--- src/rtl/wbgpio_master.sv ---
// Wishbone pipelined initiator that mirrors a local output vector into a remote
// set/clear-mask GPIO register and periodically polls it for the remote inputs.
module wbgpio_master #(
    parameter int unsigned     NIN         = 16,
    parameter int unsigned     NOUT        = 16,
    parameter logic [NOUT-1:0] DEFAULT     = '0,
    parameter int unsigned     AW          = 30,
    parameter logic [AW-1:0]   GPIO_ADDR   = '0,
    parameter int unsigned     POLL_CYCLES = 1024,
    parameter int unsigned     TIMEOUT     = 255
) (
    input  logic            i_clk,
    input  logic            i_reset_n,
    input  logic [NOUT-1:0] i_out,
    output logic [NIN-1:0]  o_in,
    output logic            o_in_valid,
    output logic            o_int,
    output logic            o_err,
    output logic            o_busy,
    output logic            o_wb_cyc,
    output logic            o_wb_stb,
    output logic            o_wb_we,
    output logic [AW-1:0]   o_wb_addr,
    output logic [31:0]     o_wb_data,
    output logic [3:0]      o_wb_sel,
    input  logic            i_wb_stall,
    input  logic            i_wb_ack,
    input  logic [31:0]     i_wb_data,
    input  logic            i_wb_err
);

    localparam int unsigned PW = $clog2(POLL_CYCLES);
    localparam int unsigned TW = $clog2(TIMEOUT);

    typedef enum logic [2:0] {
        S_IDLE,
        S_WREQ,
        S_WACK,
        S_RREQ,
        S_RACK
    } state_t;

    state_t          state_q;
    logic            cyc_q;
    logic            stb_q;
    logic            we_q;
    logic [31:0]     wdata_q;
    logic [NOUT-1:0] sent_q;
    logic [NOUT-1:0] wval_q;
    logic [NIN-1:0]  in_q;
    logic            in_valid_q;
    logic            int_q;
    logic            err_q;
    logic [PW-1:0]   poll_q;
    logic            rd_pend_q;
    logic [TW-1:0]   tmo_q;

    logic            ack_state_c;
    logic            tmo_hit_c;
    logic            abort_c;
    logic            rd_done_c;
    logic [NIN-1:0]  rd_new_c;
    logic [NOUT-1:0] mask_c;
    logic            unused_c;

    assign ack_state_c = (state_q == S_WACK) || (state_q == S_RACK);
    assign tmo_hit_c   = (tmo_q == TW'(TIMEOUT - 1));
    // An error only counts once the request is on the bus: while waiting for the
    // response, or while the strobe is still being stalled.
    assign abort_c     = tmo_hit_c || (i_wb_err && (ack_state_c || i_wb_stall));
    assign rd_done_c   = (state_q == S_RACK) && i_wb_ack;
    assign rd_new_c    = i_wb_data[16 +: NIN];
    assign mask_c      = i_out ^ sent_q;
    assign unused_c    = ^i_wb_data;

    // Free-running poll timer; a new poll request wins over a read completing on the same edge.
    always_ff @(posedge i_clk) begin
        if (!i_reset_n) begin
            poll_q    <= PW'(POLL_CYCLES - 1);
            rd_pend_q <= 1'b0;
        end else if (poll_q == '0) begin
            poll_q    <= PW'(POLL_CYCLES - 1);
            rd_pend_q <= 1'b1;
        end else begin
            poll_q <= poll_q - PW'(1);
            if (rd_done_c) begin
                rd_pend_q <= 1'b0;
            end
        end
    end

    // Transaction FSM with registered bus and status outputs.
    always_ff @(posedge i_clk) begin
        if (!i_reset_n) begin
            state_q    <= S_IDLE;
            cyc_q      <= 1'b0;
            stb_q      <= 1'b0;
            we_q       <= 1'b0;
            wdata_q    <= '0;
            sent_q     <= DEFAULT;
            wval_q     <= DEFAULT;
            in_q       <= '0;
            in_valid_q <= 1'b0;
            int_q      <= 1'b0;
            err_q      <= 1'b0;
            tmo_q      <= '0;
        end else begin
            int_q <= 1'b0;
            err_q <= 1'b0;
            case (state_q)
                S_IDLE: begin
                    tmo_q <= '0;
                    if (i_out != sent_q) begin
                        state_q <= S_WREQ;
                        cyc_q   <= 1'b1;
                        stb_q   <= 1'b1;
                        we_q    <= 1'b1;
                        wval_q  <= i_out;
                        wdata_q <= {16'(mask_c), 16'(i_out)};
                    end else if (rd_pend_q) begin
                        state_q <= S_RREQ;
                        cyc_q   <= 1'b1;
                        stb_q   <= 1'b1;
                        we_q    <= 1'b0;
                    end
                end
                S_WREQ, S_WACK, S_RREQ, S_RACK: begin
                    tmo_q <= tmo_q + TW'(1);
                    if (ack_state_c && i_wb_ack) begin
                        state_q <= S_IDLE;
                        cyc_q   <= 1'b0;
                        we_q    <= 1'b0;
                        if (state_q == S_WACK) begin
                            sent_q <= wval_q;
                        end else begin
                            in_q       <= rd_new_c;
                            in_valid_q <= 1'b1;
                            int_q      <= in_valid_q && (rd_new_c != in_q);
                        end
                    end else if (abort_c) begin
                        state_q <= S_IDLE;
                        cyc_q   <= 1'b0;
                        stb_q   <= 1'b0;
                        we_q    <= 1'b0;
                        err_q   <= 1'b1;
                    end else if (!ack_state_c && !i_wb_stall) begin
                        stb_q   <= 1'b0;
                        state_q <= (state_q == S_WREQ) ? S_WACK : S_RACK;
                    end
                end
                default: begin
                    state_q <= S_IDLE;
                    cyc_q   <= 1'b0;
                    stb_q   <= 1'b0;
                    we_q    <= 1'b0;
                end
            endcase
        end
    end

    assign o_in       = in_q;
    assign o_in_valid = in_valid_q;
    assign o_int      = int_q;
    assign o_err      = err_q;
    assign o_busy     = cyc_q;
    assign o_wb_cyc   = cyc_q;
    assign o_wb_stb   = stb_q;
    assign o_wb_we    = we_q;
    assign o_wb_addr  = GPIO_ADDR;
    assign o_wb_data  = wdata_q;
    assign o_wb_sel   = 4'hf;

endmodule
--- config.mk ---
export PLATFORM = sky130hd
export DESIGN_NAME = wbgpio_master
export DESIGN_NICKNAME = d
export VERILOG_FILES = /design/src/rtl/wbgpio_master.sv
export SDC_FILE = /design/constraint.sdc
export NUM_CORES = 1
export LEC_CHECK = 0
export CAP_MARGIN = 20
export CORE_AREA = 5 5 99 101
export DETAILED_ROUTE_END_ITERATION = 16
export DIE_AREA = 0 0 104 106
export GPL_TIMING_DRIVEN = 0
export PLACE_DENSITY = 0.85
export RECOVER_POWER = 100
export SLEW_MARGIN = 20
export SYNTH_ARGS = -nofsm -noshare
export SYNTH_HDL_FRONTEND = slang
export SYNTH_SLANG_ARGS = --single-unit
--- constraint.sdc ---
create_clock -name i_clk -period 2.9 [get_ports i_clk]
set_clock_uncertainty 0.2 [all_clocks]
set_input_delay 0.58 -clock i_clk [delete_from_list [all_inputs] [get_ports i_clk]]
set_output_delay 0.58 -clock i_clk [all_outputs]
set_load 0.1 [all_outputs]
==> flow_summary_export.csv <==
group,metric,value,unit
global_route,track_usage,0.211,
global_route,grt_pass1_wl,19.4,mm
die,die_x,104,µm
global_route,antenna_found_initial,0,
die,io_pins,142,
cells_and_area,diodes,0,
routing,via_per_inst,5.40,
pwr,comb_power_share,0.363,
routing,drc_errors,0,
synthesis,synthMuxAreaShare,0.00234,
worst_setup_path,crit_type,"reg -> out",
place,gp_congestion,0.875,
synthesis,syn_inst,527,
synthesis,synth_simple_gate_area_share,0.215,
place,portBuffers,91,
sta,fin_crit,2.77,ns
synthesis,synth_top_area_share,0.431,
hold_path,min_path_cells,1,
synthesis,syn-cell-area,4280,µm²
routing,drt_wl_total,12.0,mm
place,place_area,5450,µm²
pwr,p_sw_frac,0.420,
worst_setup_path,cp_max_fo,3,
pwr,p_switching,1.57,mW
routing,dr_total_vias,4195,
sta,hold_viol,0,
worst_setup_path,path_cells,"dlygate4sd3_1",
cts,cts_buffers,9,
worst_setup_path,crit_path_end_kind,"output port",
die,dieArea,11000,µm²
synthesis,synth_xor_area_frac,0.0799,
cts,clk_latency,0.36,ns
cts,cts_tree,"yes",
place,dp_cells,761,
pwr,leakagePower,2.29,nW
sta,whs,0.229,ns
cells_and_area,design_area,5650,µm²
cells_and_area,drive_above_1_share,0.0961,
synthesis,syn_avg_cell_area,8.11,µm²
synthesis,synthTopCellsByArea,"dfxtp_1 (43%), a21oi_1 (9.4%), nand2_1 (7.3%)",
cts,htree_levels,3,
sta,fin_setup_tns,0,ns
sta,rsz0062_at_grt,"no",
hold_path,hold_end,"poll_q[0]",
global_route,grt_max_degree,17,
worst_setup_path,crit_buf_inv,1,
synthesis,ys_async_sr_fraction,0,
sta,max_freq,360,MHz
worst_setup_path,worstPathArrival,1.99,ns
synthesis,synth-compound-area-share,0.158,
worst_setup_path,cp_top_family,"buffers and inverters",
worst_setup_path,reg2reg_from,"state_q[0]",
pwr,pwr_density_cell,663,nW/µm²
worst_setup_path,r2r-end,"o_in[3]",
hold_path,hp-start,"poll_q[0]",
die,core,8930,µm²
global_route,grt_overflow_total,0,
worst_setup_path,critPathMaxStageDelay,1.24,ns
worst_setup_path,critPathRequiredTime,2.12,ns
worst_setup_path,crit_path_top_delay_cell,"dlygate4sd3_1",
synthesis,synthAdderAreaFrac,0.0111,
synthesis,yosysWarningCount,0,
sta,period_share,0.957,
routing,wl_per_cell,15.4,µm
cells_and_area,syn_to_final_growth,32.2,%
cells_and_area,fillers,778,
sta,max_slew_margin,0.323,
synthesis,synth_top_family_by_area,"simple AND/OR/NAND/NOR gates",
sta,worst_pin_slew,1.01,ns
synthesis,yosysTopAreaCell,"dfxtp_1",
cells_and_area,layout.area.seq,1840,µm²
cts,cts_buffer_depth,2,
worst_setup_path,startpoint_type,"flip-flop",
place,place_hpwl,8.97,mm
cts,cts-root-buf,"clkbuf_8",
cells_and_area,fin_cells,777,
die,start_util,0.479,
pwr,clock_power_share,0.261,
die,fp.dieH,106,µm
routing,drtIter0Drc,289,
sta,final-setup-viol-count,0,
synthesis,ys_ff_latch,92,
worst_setup_path,rrSetupSlack,0.49,ns
synthesis,yosysUniqueCellTypes,52,
cts,postCtsSetupRepairBufs,0,
hold_path,worstHoldPathType,"reg -> reg",
routing,dr.pass1.iters,5,
routing,antenna_left,0,
cts,cts-resized-gates,0,
synthesis,synth_edf_count,0,
status,outcome,"completed",
cells_and_area,layout.nets,717,
pwr,peakVddDrop,0.269,mV
cts,cts_hold_buffers,0,
pwr,power_frac_seq,0.376,
pwr,p_int,2.18,mW
cells_and_area,multi_input_area,2110,µm²
global_route,grt_pass1_vias,4038,
synthesis,ys.flop_type,"dfxtp_1",
sta,maxSlewViolCount,0,
die,fp-row-count,35,
cts,clk_pin_slew,0.09,ns
worst_setup_path,rr_worst_depth,7,
job,maxCapViolCount,0,
cts,cts.sinks,92,
synthesis,seq_area_frac_synth,0.431,
-- cell families (layout without fill, tap and decap cells) --
family,count (synthesis),count (layout)
compound gates,122,122
xor+xnor,39,39
fa+ha+maj,4,4
buf+inv,74,181
flops,92,92
mux,1,1
other cells,2,34
simple gates,193,193
-- flip-flops by register name (all words and copies together), names as in the netlist --
name        flops
o_busy          1
rd_pend_q       1
o_wb_data      32
state_q         3
o_err           1
tmo_q           8
poll_q         10
o_wb_stb        1
o_int           1
o_wb_we         1
o_in           16
o_in_valid      1
sent_q         16
-- worst max path at each step --
stage | to | cells after the start | start | slack (ns)
2_1_floorplan | o_wb_cyc | 1 | o_busy | 0.75
5_1_grt | o_wb_data[19] | 8 | i_out[8] | 0.08
3_5_place_dp | o_wb_data[23] | 7 | i_out[8] | -0.02
4_1_cts | o_wb_cyc | 2 | o_busy | 0.15
6_report | o_in[15] | 1 | o_in[15] | 0.13
3_3_place_gp | o_wb_data[24] | 7 | i_out[8] | -0.003
-- stage by stage --
stage / utilization / setup slack, ns / power (mW)
after floorplan: - / 0.753 / 2.50
after global placement: 0.610 / -0.00282 / 2.80
after detailed placement: 0.610 / -0.0195 / 2.82
after CTS: 0.635 / 0.148 / 3.78
after global routing: 0.633 / 0.0756 / 3.88
final: 0.633 / 0.126 / 3.75
-- cells in the mapped netlist, types with 2 or more instances --
master / number
a21oi_1: 80
a311oi_1: 2
and3_1: 5
buf_2: 9
buf_4: 38
clkbuf_1: 20
conb_1: 2
dfxtp_1: 92
ha_1: 3
inv_1: 7
nand2_1: 83
nand3_1: 24
nand4_1: 7
nor2_1: 14
nor3_1: 37
nor4_1: 7
o211ai_1: 2
o21ai_0: 23
o31ai_1: 2
xnor2_1: 20
xor2_1: 19
-- cells in the final DEF, fill, tap and decap left out, types with 2 or more instances in the layout --
cell             instances
a21oi_1                 80
a311oi_1                 2
and3_1                   5
buf_2                    6
buf_4                   37
bufinv_16                2
clkbuf_1                23
clkbuf_8                10
clkdlybuf4s50_1         35
clkinvlp_4               2
conb_1                  34
dfxtp_1                 92
dlygate4sd3_1           56
ha_1                     3
inv_1                    7
inv_6                    2
nand2_1                 83
nand3_1                 24
nand4_1                  7
nor2_1                  14
nor3_1                  37
nor4_1                   8
o211ai_1                 2
o21ai_0                 24
o31ai_1                  2
or4_1                    2
xnor2_1                 20
xor2_1                  19
-- power by group through the flow --
stage	Sequential (mW)	Clock (mW)	Combinational (mW)
after floorplan	1.95	0	0.553
after global placement	1.44	0	1.36
after detailed placement	1.44	0	1.38
after CTS	1.41	0.982	1.38
after global routing	1.42	1.04	1.42
final	1.41	0.978	1.36
-- layer usage --
metal  routed length (µm)  share of wire  vias up  GRT usage
li1                     -              -     2019          -
met5                    0              0        -          0
met2                 6010           0.50      182      0.372
met3                  888          0.074       27     0.0413
met1                 4790           0.40     1967      0.251
met4                  277          0.023        0     0.0823
-- final cells by class --
cell class | instances | area share
multi-input combinational | 393 | 0.373
sequential | 92 | 0.326
timing repair buffer | 91 | 0.161
buffer | 67 | 0.0706
tap | 111 | 0.0246
clock buffer | 10 | 0.0243
clock inverter | 6 | 0.0164
inverter | 7 | 0.00465
No activity file was read; power rests on OpenSTA's default activity.
